[config.mk]
export PLATFORM = sky130hd
export DESIGN_NAME = mem_bus_arbiter
export DESIGN_NICKNAME = d
export VERILOG_FILES = /design/src/rtl/mem_bus_arbiter.sv
export SDC_FILE = /design/constraint.sdc
export NUM_CORES = 1
export LEC_CHECK = 0
export CORE_MARGIN = 4
export CORE_UTILIZATION = 39
export CTS_CLUSTER_DIAMETER = 30
export DETAILED_ROUTE_END_ITERATION = 12
export PLACE_DENSITY = 0.77
export SYNTH_ARGS = -nofsm -noshare
export SYNTH_HDL_FRONTEND = slang
export SYNTH_SLANG_ARGS = --single-unit
[constraint.sdc]
create_clock -name clk -period 2 [get_ports clk]
set_clock_uncertainty 0.2 [all_clocks]
set_input_delay 0.4 -clock clk [delete_from_list [all_inputs] [get_ports clk]]
set_output_delay 0.4 -clock clk [all_outputs]
set_load 0.02 [all_outputs]
[src/rtl/mem_bus_arbiter.sv]
// mem_bus_arbiter: request/grant arbitration of the shared MemoryBus between
// the debug probe (master 0) and the CPU data port (master 1). Each access
// is held on the bus for a fixed slave latency. Read data and the slave's
// invalid-address flag are then returned to the owning master.

package MemoryBus;
    typedef struct packed {
        logic [29:0] address;
        logic        mem_read;
        logic        mem_write;
        logic [3:0]  mask_byte;
        logic [31:0] write_data;
    } Cmd;

    typedef logic [31:0] Result;
endpackage

module mem_bus_arbiter #(
    parameter int unsigned LATENCY        = 1,  // 0..7
    parameter int unsigned PROBE_PRIORITY = 0   // 1: probe wins every conflict
) (
    input  logic             clk,
    input  logic             rst,
    input  logic [1:0]       m_req,
    input  MemoryBus::Cmd    m0_cmd,
    input  MemoryBus::Cmd    m1_cmd,
    output logic [1:0]       m_gnt,
    output logic [1:0]       m_done,
    output logic             m_err,
    output logic [31:0]      m_rdata,
    output MemoryBus::Cmd    bus_cmd,
    input  MemoryBus::Result bus_result,
    input  logic             bus_invalid,
    output logic             owner,
    output logic             bus_busy
);

    typedef enum logic {IDLE, WAIT} state_t;

    localparam logic [2:0] CNT_LOAD = (LATENCY == 0) ? 3'd0 : 3'(LATENCY - 1);

    state_t        r_state;
    state_t        w_next;
    logic [2:0]    r_cnt;
    MemoryBus::Cmd r_cmd_q;
    logic          r_owner;      // also serves as last_owner for round-robin
    logic [1:0]    r_done;
    logic          r_err;
    logic [31:0]   r_rdata;

    logic          w_any_req;
    logic          w_win;
    MemoryBus::Cmd w_win_cmd;
    logic          w_grant;
    logic          w_sample;
    logic          w_txn_owner;
    logic          w_txn_read;

    // Arbitration: a lone requester wins; a conflict goes to the probe or to
    // the master that did not own the previous transaction.
    always_comb begin
        w_any_req = |m_req;
        if (m_req == 2'b11) begin
            w_win = (PROBE_PRIORITY != 0) ? 1'b0 : ~r_owner;
        end else begin
            w_win = m_req[1];
        end
        w_win_cmd = w_win ? m1_cmd : m0_cmd;
    end

    // Next state, grant pulse, bus command and sample strobe.
    always_comb begin
        w_next      = r_state;
        m_gnt       = '0;
        bus_cmd     = '0;
        bus_busy    = 1'b0;
        w_grant     = 1'b0;
        w_sample    = 1'b0;
        w_txn_owner = r_owner;
        w_txn_read  = r_cmd_q.mem_read;
        case (r_state)
            IDLE: begin
                if (w_any_req) begin
                    w_grant      = 1'b1;
                    m_gnt[w_win] = 1'b1;
                    bus_cmd      = w_win_cmd;
                    bus_busy     = 1'b1;
                    // With zero latency the result is taken in the grant
                    // cycle itself, so the owner/read flag come from the
                    // winner rather than from the latched command.
                    w_txn_owner  = w_win;
                    w_txn_read   = w_win_cmd.mem_read;
                    if (LATENCY == 0) begin
                        w_sample = 1'b1;
                    end else begin
                        w_next = WAIT;
                    end
                end
            end
            WAIT: begin
                bus_cmd  = r_cmd_q;
                bus_busy = 1'b1;
                if (r_cnt == '0) begin
                    w_sample = 1'b1;
                    w_next   = IDLE;
                end
            end
        endcase
    end

    // State register, latency counter and latched command/owner.
    always_ff @(posedge clk) begin
        if (rst) begin
            r_state <= IDLE;
            r_cnt   <= '0;
            r_cmd_q <= '0;
            r_owner <= 1'b1;
        end else begin
            r_state <= w_next;
            if (w_grant) begin
                r_cmd_q <= w_win_cmd;
                r_owner <= w_win;
                r_cnt   <= CNT_LOAD;
            end else if (r_state == WAIT && r_cnt != '0) begin
                r_cnt <= r_cnt - 3'd1;
            end
        end
    end

    // Completion one cycle after sampling; read data holds across writes.
    always_ff @(posedge clk) begin
        if (rst) begin
            r_done  <= '0;
            r_err   <= 1'b0;
            r_rdata <= '0;
        end else begin
            r_done <= '0;
            r_err  <= 1'b0;
            if (w_sample) begin
                r_done[w_txn_owner] <= 1'b1;
                r_err               <= bus_invalid;
                if (w_txn_read) begin
                    r_rdata <= bus_result;
                end
            end
        end
    end

    assign m_done  = r_done;
    assign m_err   = r_err;
    assign m_rdata = r_rdata;
    assign owner   = r_owner;

endmodule
==> results of run 1 <==
[layout make-up]
class / count / area [um^2] / area share (%)
well taps: 172 / 215 / 2.16
repair buffers: 390 / 4030 / 40.5
clock inverters: 5 / 63.8 / 0.640
inverters: 3 / 11.3 / 0.113
flip-flops and latches: 108 / 2170 / 21.8
clock buffers: 11 / 253 / 2.54
multi-input cells: 380 / 3220 / 32.3
[flip-flops by register name (all words and copies together) (netlist names)]
signal and flops:
m_done 2, m_err 1, m_rdata 32, owner 1
r_cmd_q 68, r_cnt 3, r_state 1
[repair_timing]
action,CTS,global route
setup buffers,18,28
pin swaps,4,12
gates resized for setup,397,127
cloned,7,8
setup endpoints to repair,140,127
[cell families after synthesis]
| family | after synthesis |
|---|---|
| adder cells (fa/ha/maj) | 2 |
| AO/OA/AOI/OAI | 176 |
| buffers and inverters | 61 |
| flip-flops | 108 |
| AND/OR/NAND/NOR | 129 |
| multiplexers | 69 |
[synth_stat cells]
cell type,count
a211o_1,1
a211oi_1,21
a21boi_2,1
a21o_1,1
a21oi_1,34
a22o_1,47
a311oi_1,1
a32o_1,47
and2_1,3
and4b_1,1
buf_1,2
buf_2,16
buf_4,5
buf_6,4
buf_8,1
clkbuf_1,30
dfxtp_1,108
ha_1,2
inv_1,3
mux2_2,47
mux2i_1,22
nand2_1,88
nand2b_1,2
nand2b_4,1
nand3_1,1
nand3b_1,1
nand4b_1,1
nor2_1,28
nor2_2,1
nor3_1,1
o21ai_0,21
o21ba_2,1
o21bai_1,1
or3_1,1
[worst register-to-register path, delay by kind of cell (launching register included)]
| kind | cells | cell delay [ns] |
|---|---|---|
| compound gates | 2 | 0.64 |
| buf+inv | 3 | 0.56 |
| flops | 1 | 0.32 |
| simple gates | 1 | 0.07 |
[path summary, 6_finish.rpt]
check / to / depth (start not counted) / start / slack (ns)
setup / recovery: bus_cmd[55] / 7 / owner / -0.45
hold / removal: m_rdata[23] / 2 / m_rdata[23] / 0.26
setup reg to reg: r_cmd_q[39] / 6 / r_state / 0.10
hold reg to reg: m_rdata[23] / 2 / m_rdata[23] / 0.26
[where the power goes]
group | switching, mW | total, mW | internal (mW)
combinational | 1.06 | 2.48 | 1.41
sequential | 0.0872 | 2.39 | 2.30
clock | 0.827 | 1.88 | 1.05
[metrics by stage]
step | power (mW) | TNS (ns) | area (um^2) | util, %
2_1_floorplan | 3.45 | 0 | 5320 | -
3_3_place_gp | 4.43 | -104.16 | 8550 | 66.9
3_5_place_dp | 4.47 | -109.82 | 8550 | 66.9
4_1_cts | 6.50 | -27.26 | 9290 | 72.7
5_1_grt | 7.01 | -30.45 | 9960 | 78.0
6_report | 6.74 | -26.72 | 9960 | 78.0
[per-layer routing]
layer / track usage, % / vias to the layer above
li1: - / 2725
met2: 44.1 / 257
met5: 0 / -
met1: 28.1 / 2776
met4: 8.82 / 0
met3: 6.64 / 49
==> reports/qor.csv, run 1 <==
stage,metric,value,unit
layout,Filler Cells Inserted,796,
grt,initial antenna violation count,0,
grt,GRT overflow,0,
placement,Place WS,-1.16,ns
synth,Ys Warns,0,
placement,DP Cell Count,992,
layout,P&R area growth vs syn,93.7,%
die,Initial Util,40.3,%
synth,Synth Area in Compound Gates,26.6,%
grt,All-Layer GR Usage,24.7,%
placement,Post-DP HPWL,13.1,mm
timing,final hold vios,0,
grt,largest net degree at the start of global routing,59,
routing,top layer in use,met4,
grt,vias in the first global route,5729,
outcome,failing checks,negative setup slack,
synth,main combinational cell family by area after synthesis,compound AO/OA/AOI/OAI gates,
pwr,Leakage,4.25,nW
clocking,CTS tree,done,
outcome,status,finished with violations,
setup_path,CP top delay family,buffers and inverters,
placement,port bufs,279,
timing,relative slew slack,54.9,%
die,Total Die Area,15100,um^2
routing,TritonRoute pass-1 iters,4,
layout,layout cells sized above 1,36.7,%
routing,Routed met1 length,8.10,mm
setup_path,critical path cell sequence,a21boi_4 > buf_12 > buf_12 > clkbuf_16 > a32o_2 > mux2_4 > buf_6,
clocking,H-Tree Depth,3,
placement,GPL Wtd Cong,0.789,
routing,wire length on met2,10.6,mm
synth,Syn Area/Cell,9.44,um^2
setup_path,CP Data Arrival Time,1.85,ns
synth,"Net Count, Synth",720,
timing,worst setup margin,-0.454,ns
clocking,Clock Latency Late Sink,0.34,ns
clocking,clock-pin slew on the worst setup and hold paths,0.07,ns
timing,Max Clock Freq,407,MHz
layout,post-route insts no fill,1069,
synth,mux contribution to synthesized area,14.6,%
setup_path,cell mode on critical path,buf_12,
timing,RSZ-0062 raised after global routing,yes,
grt,first-pass GRT wire length,29.5,mm
clocking,CTS Buf Count,9,
synth,XOR/XNOR Fraction of Synth Area,0,%
run,maxcap violations,0,
die,Die X,123,um
synth,Synth Cell Area,5140,um^2
worst_hold_path,Hold Crit Class,flip-flop to flip-flop,
routing,final WL,21.0,mm
routing,post-route ant nets,0,
synth,post-synthesis sequential area ratio,42.0,%
timing,worst slew pin tran,0.675,ns
timing,Max Transition Viols Final,0,
timing,fin crit period,2.45,ns
timing,Hold Slack,0.256,ns
layout,post-layout net count,1067,
synth,ranking of synthesized cells by area,"dfxtp_1 (42%), mux2_2 (10%), a32o_1 (9.1%)",
pwr,Cell Pwr Density,677,nW/um^2
routing,DRC violations left,0,
synth,simple-gate share of the synthesized area,10.3,%
pwr,VDD IR max,0.535,mV
clocking,clock sink count,108,
clocking,clock tree buffer depth,2,
synth,Syn Inst Count,545,
die,Die Y,123,um
die,io pins,280,
routing,DRT iter0 DRCs,420,
synth,register bit total from synthesis,108,
setup_path,Max stage delay on crit path,0.37,ns
clocking,hold_buf cts,0,
die,Row Count,41,
setup_path,WP buf/inv,4,
routing,post-DR wirelength/cell,19.7,um
setup_path,crit end category,output pin,
setup_path,crit path max-delay cell type,dfxtp_4,
layout,most frequent cells in the layout,"clkdlybuf4s50_1 (204), dfxtp_1 (106), nand2_1 (88)",
setup_path,CP required,1.40,ns
timing,final setup fails,70,
timing,Final period util,123,%
routing,vias,5807,
setup_path,Crit Path Class,flip-flop to output pin,
routing,routed vias/inst,5.43,
die,Core Region,12800,um^2
synth,post-synth top area cell,dfxtp_1,
routing,met3 wire len,1.65,mm
layout,ant diodes,0,
synth,"Distinct cells, synth",34,
synth,fraction of synthesized cell area taken by the top area cell type,42.0,%
clocking,Root Driver,clkbuf_16,
setup_path,startpoint types,flip-flop,
setup_path,"Max FO, Critical Path",6,
layout,"commonest non-fill, non-tap cell in the layout",clkdlybuf4s50_1,
synth,Adder-Cell Fraction of Synth Area,0.486,%
No activity file was read; power rests on OpenSTA's default activity.
==> run 2, diff against run 1 <==
--- a/config.mk
+++ b/config.mk
@@ -5,11 +5,12 @@
 export SDC_FILE = /design/constraint.sdc
 export NUM_CORES = 1
 export LEC_CHECK = 0
+export ABC_AREA = 1
 export CORE_MARGIN = 4
-export CORE_UTILIZATION = 39
+export CORE_UTILIZATION = 40
 export CTS_CLUSTER_DIAMETER = 30
 export DETAILED_ROUTE_END_ITERATION = 12
-export PLACE_DENSITY = 0.77
+export PLACE_DENSITY = 0.78
 export SYNTH_ARGS = -nofsm -noshare
 export SYNTH_HDL_FRONTEND = slang
 export SYNTH_SLANG_ARGS = --single-unit
==> run 2 against run 1 <==
  * Sequential cell count unchanged
  * The run still ends with negative setup slack left
  * Synthesized cell count increased by 69%
  * Critical path type unchanged
  * Routed wire length increased by 17%
  * Via count grew 30%
  * Largest cell class unchanged
==> reports/qor.csv, run 2 <==
stage,metric,value,unit
layout,"commonest non-fill, non-tap cell in the layout",nand2_1,
layout,post-layout net count,1471,
layout,design area,10700,um^2
layout,most frequent cells in the layout,"nand2_1 (499), clkdlybuf4s50_1 (202), dfxtp_1 (106)",
layout,layout cells sized above 1,28.5,%
setup_path,CP required,1.40,ns
setup_path,Crit Path Class,flip-flop to output pin,
clocking,CTS Buf Count,9,
setup_path,crit end category,output pin,
setup_path,startpoint types,flip-flop,
setup_path,critical path cell sequence,nand2_4 > nand2_8 > inv_12 > buf_8 > buf_16 > nand2_4 > nand2_2 > nand2_1 > nand2_1 > buf_6,
placement,DP Cell Count,1398,
layout,P&R area growth vs syn,96.3,%
layout,Biggest register,r_cmd_q,
clocking,H-Tree Depth,3,
placement,GPL Wtd Cong,0.821,
die,Core Region,13300,um^2
synth,register bit total from synthesis,108,
routing,vias,7564,
timing,fin crit period,2.34,ns
grt,largest net degree at the start of global routing,44,
grt,initial antenna violation count,0,
clocking,Clock Latency Late Sink,0.36,ns
grt,vias in the first global route,7242,
synth,"EDFF count, synth",0,
routing,routed vias/inst,5.12,
grt,GRT overflow,0,
placement,Post-DP HPWL,13.3,mm
timing,worst setup margin,-0.338,ns
die,Initial Util,41.0,%
worst_hold_path,Hold Crit Class,flip-flop to flip-flop,
timing,worst slew pin tran,0.340,ns
placement,port bufs,279,
synth,post-synth top area cell,nand2_1,
clocking,CTS tree,done,
setup_path,logic depth of the worst register-to-register path,15,
setup_path,CP Data Arrival Time,1.74,ns
synth,Synth Cell Area,5450,um^2
worst_hold_path,hold path depth,2,
synth,Syn Area/Cell,5.92,um^2
die,Die X,125,um
clocking,clock-pin slew on the worst setup and hold paths,0.08,ns
placement,DP Area,8960,um^2
synth,ys async rst share,0,%
timing,Max Transition Viols Final,0,
timing,Final period util,117,%
die,io pins,280,
layout,fin util,80.5,%
setup_path,Max stage delay on crit path,0.37,ns
timing,final setup fails,70,
layout,post-route insts no fill,1476,
routing,final WL,24.6,mm
outcome,failing checks,negative setup slack,
die,Row Count,42,
run,maxcap violations,0,
grt,first-pass GRT wire length,36.2,mm
synth,ranking of synthesized cells by area,"nand2_1 (43%), dfxtp_1 (40%), nand3_1 (6.3%)",
synth,post-synthesis sequential area ratio,39.7,%
die,Die Y,125,um
synth,fraction of synthesized cell area taken by the top area cell type,42.7,%
synth,Syn Inst Count,921,
pwr,VDD IR max,0.551,mV
synth,"Distinct cells, synth",18,
layout,ant diodes,0,
synth,Ys Warns,0,
synth,Post-synth top cells,"nand2_1 (620), dfxtp_1 (108), nand3_1 (69)",
timing,relative slew slack,77.3,%
clocking,clock tree buffer depth,2,
routing,TritonRoute pass-1 iters,5,
synth,"Net Count, Synth",1096,
setup_path,"Max FO, Critical Path",8,
routing,DRT iter0 DRCs,498,
timing,RSZ-0062 raised after global routing,yes,
layout,Largest register FFs,68,
routing,post-route ant nets,0,
pwr,Cell Pwr Density,631,nW/um^2
outcome,status,finished with violations,
timing,Max Clock Freq,428,MHz
setup_path,crit path max-delay cell type,dfxtp_4,
die,Total Die Area,15600,um^2
clocking,Root Driver,clkbuf_16,
routing,DRC violations left,0,
clocking,clock sink count,108,
grt,All-Layer GR Usage,28.5,%
timing,final hold vios,0,
synth,top-count cell post-synth,nand2_1,
routing,post-DR wirelength/cell,16.7,um
timing,Hold Slack,0.251,ns
synth,Synth Flop Type,dfxtp_1,
pwr,Leakage,5.30,nW
run 2: cell types whose count changed after synthesis, moves of 22 or more:
cell	previous run	this run
nand3_1	1	69
a32o_1	47	0
nor2_1	28	5
mux2_2	47	0
mux2i_1	22	0
nand2_1	88	620
a22o_1	47	0
run 2: cell families after synthesis:
group | share of synthesized area (%)
and+or+nand+nor | 50.3
adders and majority gates | 0.459
buffers and inverters | 6.13
AOI/OAI and AO/OA | 3.49
DFF | 39.7
run 2: where the power goes:
part / internal [mW] / switching, mW / total, mW
sequential: 2.29 / 0.0807 / 2.37
clock: 0.865 / 0.889 / 1.75
combinational: 1.37 / 1.26 / 2.62
run 2: through the flow:
stage | power [mW] | worst slack [ns] | TNS (ns)
floorplan | 3.28 | 0.0759 | 0
global placement | 4.38 | -0.930 | -85.72
detailed placement | 4.39 | -0.980 | -88.64
CTS | 6.56 | -0.246 | -14.98
global route | 7.03 | -0.396 | -22.09
finish | 6.75 | -0.338 | -16.71
run 2: timing repair:
| action | 4_1_cts | 5_1_grt |
|---|---|---|
| resized for setup | 523 | 117 |
| pin swaps | 37 | 63 |
| gates cloned | 9 | 2 |
| hold buffers | 0 | 0 |
| buffers inserted | 60 | 19 |
| endpoints found under the setup margin | 114 | 104 |
run 2: worst max-delay path: cells and delay by family, from the launching register on:
kind,cells,cell delay [ns]
flip-flops,1,0.37
AND/OR/NAND/NOR,6,0.49
buffers and inverters,4,0.50
run 2: cell type report:
class / count / area [um^2]
clock inverters: 6 / 55.1
inverters: 13 / 61.3
repair buffers: 424 / 4490
well taps: 176 / 220
flip-flops and latches: 108 / 2170
multi-input cells: 740 / 3470
fillers: 842 / 2600
clock buffers: 9 / 225
run 2: path summary, 6_finish.rpt:
path	startpoint	end	slack, ns
worst min-delay path	r_cmd_q[6]	r_cmd_q[6]	0.25
worst min register to register	r_cmd_q[6]	r_cmd_q[6]	0.25
worst max-delay path	owner	bus_cmd[43]	-0.34
worst max register to register	owner	r_cmd_q[32]	-0.29
run 2: metal layers:
layer	vias to the layer above	track usage [%]	wire length (um)
met1	3492	32.5	9260
met5	-	0	0
met3	81	8.36	2230
li1	3585	-	-
met2	406	49.7	12200
met4	0	11.5	887
==> run 3, diff against run 2 <==
--- a/config.mk
+++ b/config.mk
@@ -6,6 +6,7 @@
 export NUM_CORES = 1
 export LEC_CHECK = 0
 export ABC_AREA = 1
+export CORE_ASPECT_RATIO = 0.8
 export CORE_MARGIN = 4
 export CORE_UTILIZATION = 40
 export CTS_CLUSTER_DIAMETER = 30
@@ -14,3 +15,4 @@
 export SYNTH_ARGS = -nofsm -noshare
 export SYNTH_HDL_FRONTEND = slang
 export SYNTH_SLANG_ARGS = --single-unit
+export TNS_END_PERCENT = 5
==> run 3 against run 2 <==
  * The flow still finishes with violations (negative setup slack)
  * Final area is 3.7% lower
  * Largest power group unchanged
  * Core utilization is 1.8 points lower
  * Non-clock buffer count is 18 lower
  * Sequential power hardly changed
  * Sequential cell count stayed put
  * Maximum frequency is 0.50% lower
  * Cell count is 1.2% lower
  * Critical endpoint is now bus_cmd[40]
  * Register-to-register slack worse by 0.03 ns
  * Highest routed layer unchanged
  * Largest cell class unchanged
  * First-iteration DRC count is 11% lower
==> reports/qor.csv, run 3 (same netlist as run 2, synthesis figures left out) <==
stage,metric,value,unit
setup_path,crit path max-delay cell type,dlygate4sd2_1,
die,Initial Util,41.6,%
die,Die Y,112,um
pwr,VDD IR max,0.475,mV
timing,relative slew slack,65.7,%
layout,Biggest register,r_cmd_q,
timing,worst slew pin tran,0.514,ns
clocking,clock sink count,108,
clocking,hold_buf cts,0,
grt,GRT overflow,0,
timing,Hold Slack,0.253,ns
clocking,Clock Latency Late Sink,0.36,ns
timing,RSZ-0062 raised after global routing,yes,
routing,vias,7125,
setup_path,startpoint types,input port,
grt,met3 Resource Use GR,8.35,%
layout,layout cells sized above 1,25.6,%
timing,Fin Setup TNS,-20.44,ns
pwr,Cell Pwr Density,641,nW/um^2
setup_path,logic depth of the worst register-to-register path,17,
routing,post-route ant nets,0,
pwr,Leakage,5.02,nW
layout,most frequent cells in the layout,"nand2_1 (517), clkdlybuf4s50_1 (205), dfxtp_1 (106), buf_4 (106), nand2_2 (99)",
die,io pins,280,
setup_path,"Max FO, Critical Path",8,
layout,Largest register FFs,68,
timing,worst setup margin,-0.350,ns
clocking,clock tree buffer depth,2,
setup_path,CP Data Arrival Time,1.75,ns
setup_path,crit end category,output pin,
setup_path,WP depth,11,
grt,vias in the first global route,6833,
setup_path,CP required,1.40,ns
outcome,status,finished with violations,
placement,port bufs,279,
setup_path,worst r2r dst,r_cmd_q[67],
routing,DRT iter0 DRCs,444,
routing,TritonRoute pass-1 iters,5,
timing,fin crit period,2.35,ns
layout,"commonest non-fill, non-tap cell in the layout",nand2_1,
setup_path,Worst Setup SP,m_req[1],
grt,All-Layer GR Usage,27.1,%
clocking,CTS Buf Count,9,
routing,post-DR wirelength/cell,15.2,um
setup_path,Reg2Reg Setup Slack,-0.32,ns
timing,final setup fails,72,
timing,Max Clock Freq,426,MHz
setup_path,cell mode on critical path,nand2_1,
die,Die X,139,um
timing,Max Transition Viols Final,0,
routing,routed vias/inst,4.89,
setup_path,CP top delay family,buffers and inverters,
clocking,H-Tree Depth,3,
grt,grt met1 use,32.6,%
setup_path,Max stage delay on crit path,0.36,ns
setup_path,worst setup path end,bus_cmd[40],
die,Row Count,37,
grt,first-pass GRT wire length,34.4,mm
clocking,clock-pin slew on the worst setup and hold paths,0.07,ns
placement,Post-DP HPWL,13.5,mm
timing,Final period util,118,%
die,Total Die Area,15600,um^2
outcome,failing checks,negative setup slack,
placement,GPL Wtd Cong,0.882,
routing,DRC violations left,0,
clocking,Root Driver,clkbuf_16,
clocking,CTS tree,done,
run,maxcap violations,0,
setup_path,reg2reg start,owner,
routing,final WL,22.2,mm
grt,largest net degree at the start of global routing,37,
pwr,Total Power,6.61,mW
worst_hold_path,hold path depth,2,
worst_hold_path,Hold Crit Class,flip-flop to flip-flop,
layout,ant diodes,0,
die,Core Region,13100,um^2
grt,met2 Use GR,46.8,%
setup_path,critical path cell sequence,dlygate4sd2_1 > nand2_8 > buf_12 > inv_16 > buf_12 > buf_16 > nand2_1 > nand2_2 > nand2_1 > nand2_1 > buf_6,
layout,P&R area growth vs syn,89.0,%
grt,gr busiest metal,met2,
grt,initial antenna violation count,0,
layout,post-layout net count,1453,
setup_path,WP buf/inv,6,
timing,final hold vios,0,
setup_path,Crit Path Class,input port to output pin,
==> run 3: cell count changes in the layout (fill, tap and decap cells not counted), sizes merged <==
cell,before,now
buf,212,194
clkbuf,11,10
clkdlybuf4s15,1,0
clkdlybuf4s50,202,205
clkinvlp,0,1
dlygate4sd2,1,3
dlymetal6s2s,3,0
==> run 3: layer usage <==
metal,wire length (um),vias to the layer above,share of wire [%]
met1,9020,3231,41
met3,1990,45,8.9
met5,0,-,0
met2,10600,300,48
li1,-,3549,-
met4,564,0,2.5
==> run 3: layout make-up <==
class	instances	area [um^2]
Tap cell	175	219
Inverter	13	65.1
Fill cell	947	2800
Sequential cell	108	2160
Multi-Input combinational cell	740	3260
Clock inverter	7	77.6
Clock buffer	9	225
Timing Repair Buffer	406	4290
==> run 3: worst min path at each step <==
stage / start / endpoint / slack [ns]
after global routing: r_cmd_q[19] / r_cmd_q[19] / 0.26
after CTS: r_cmd_q[53] / r_cmd_q[53] / 0.25
after global placement: r_cmd_q[22] / r_cmd_q[22] / 0.24
after floorplan: r_cmd_q[0] / r_cmd_q[0] / 0.23
final: r_cmd_q[18] / r_cmd_q[18] / 0.25
after detailed placement: r_cmd_q[10] / r_cmd_q[10] / 0.24
==> run 3: metrics by stage <==
stage	std cells	utilization (%)	worst slack, ns	instance area [um^2]
3_3_place_gp	1394	67.9	-0.885	8900
2_1_floorplan	921	-	0.0759	5450
3_5_place_dp	1394	67.9	-0.908	8900
5_1_grt	1458	78.6	-0.433	10300
6_report	1458	78.6	-0.350	10300
4_1_cts	1449	76.5	-0.344	10000
==> run 3: what timing repair did <==
action,in CTS,in global routing
gates cloned,14,0
resized for setup,461,89
setup buffers,25,10
pin swaps,12,34
setup endpoints to repair,72,73
==> run 3: power by group <==
part           internal, mW  leakage, nW  switching [mW]
Combinational          1.29         3.99            1.17
Clock                 0.887        0.144           0.894
Sequential             2.29        0.884          0.0753
==> run 3: worst register-to-register path, delay by kind of cell (launching register included) <==
kind | cells | cell delay, ns
AND/OR/NAND/NOR | 6 | 0.38
flip-flops | 1 | 0.35
buffers and inverters | 11 | 1.31
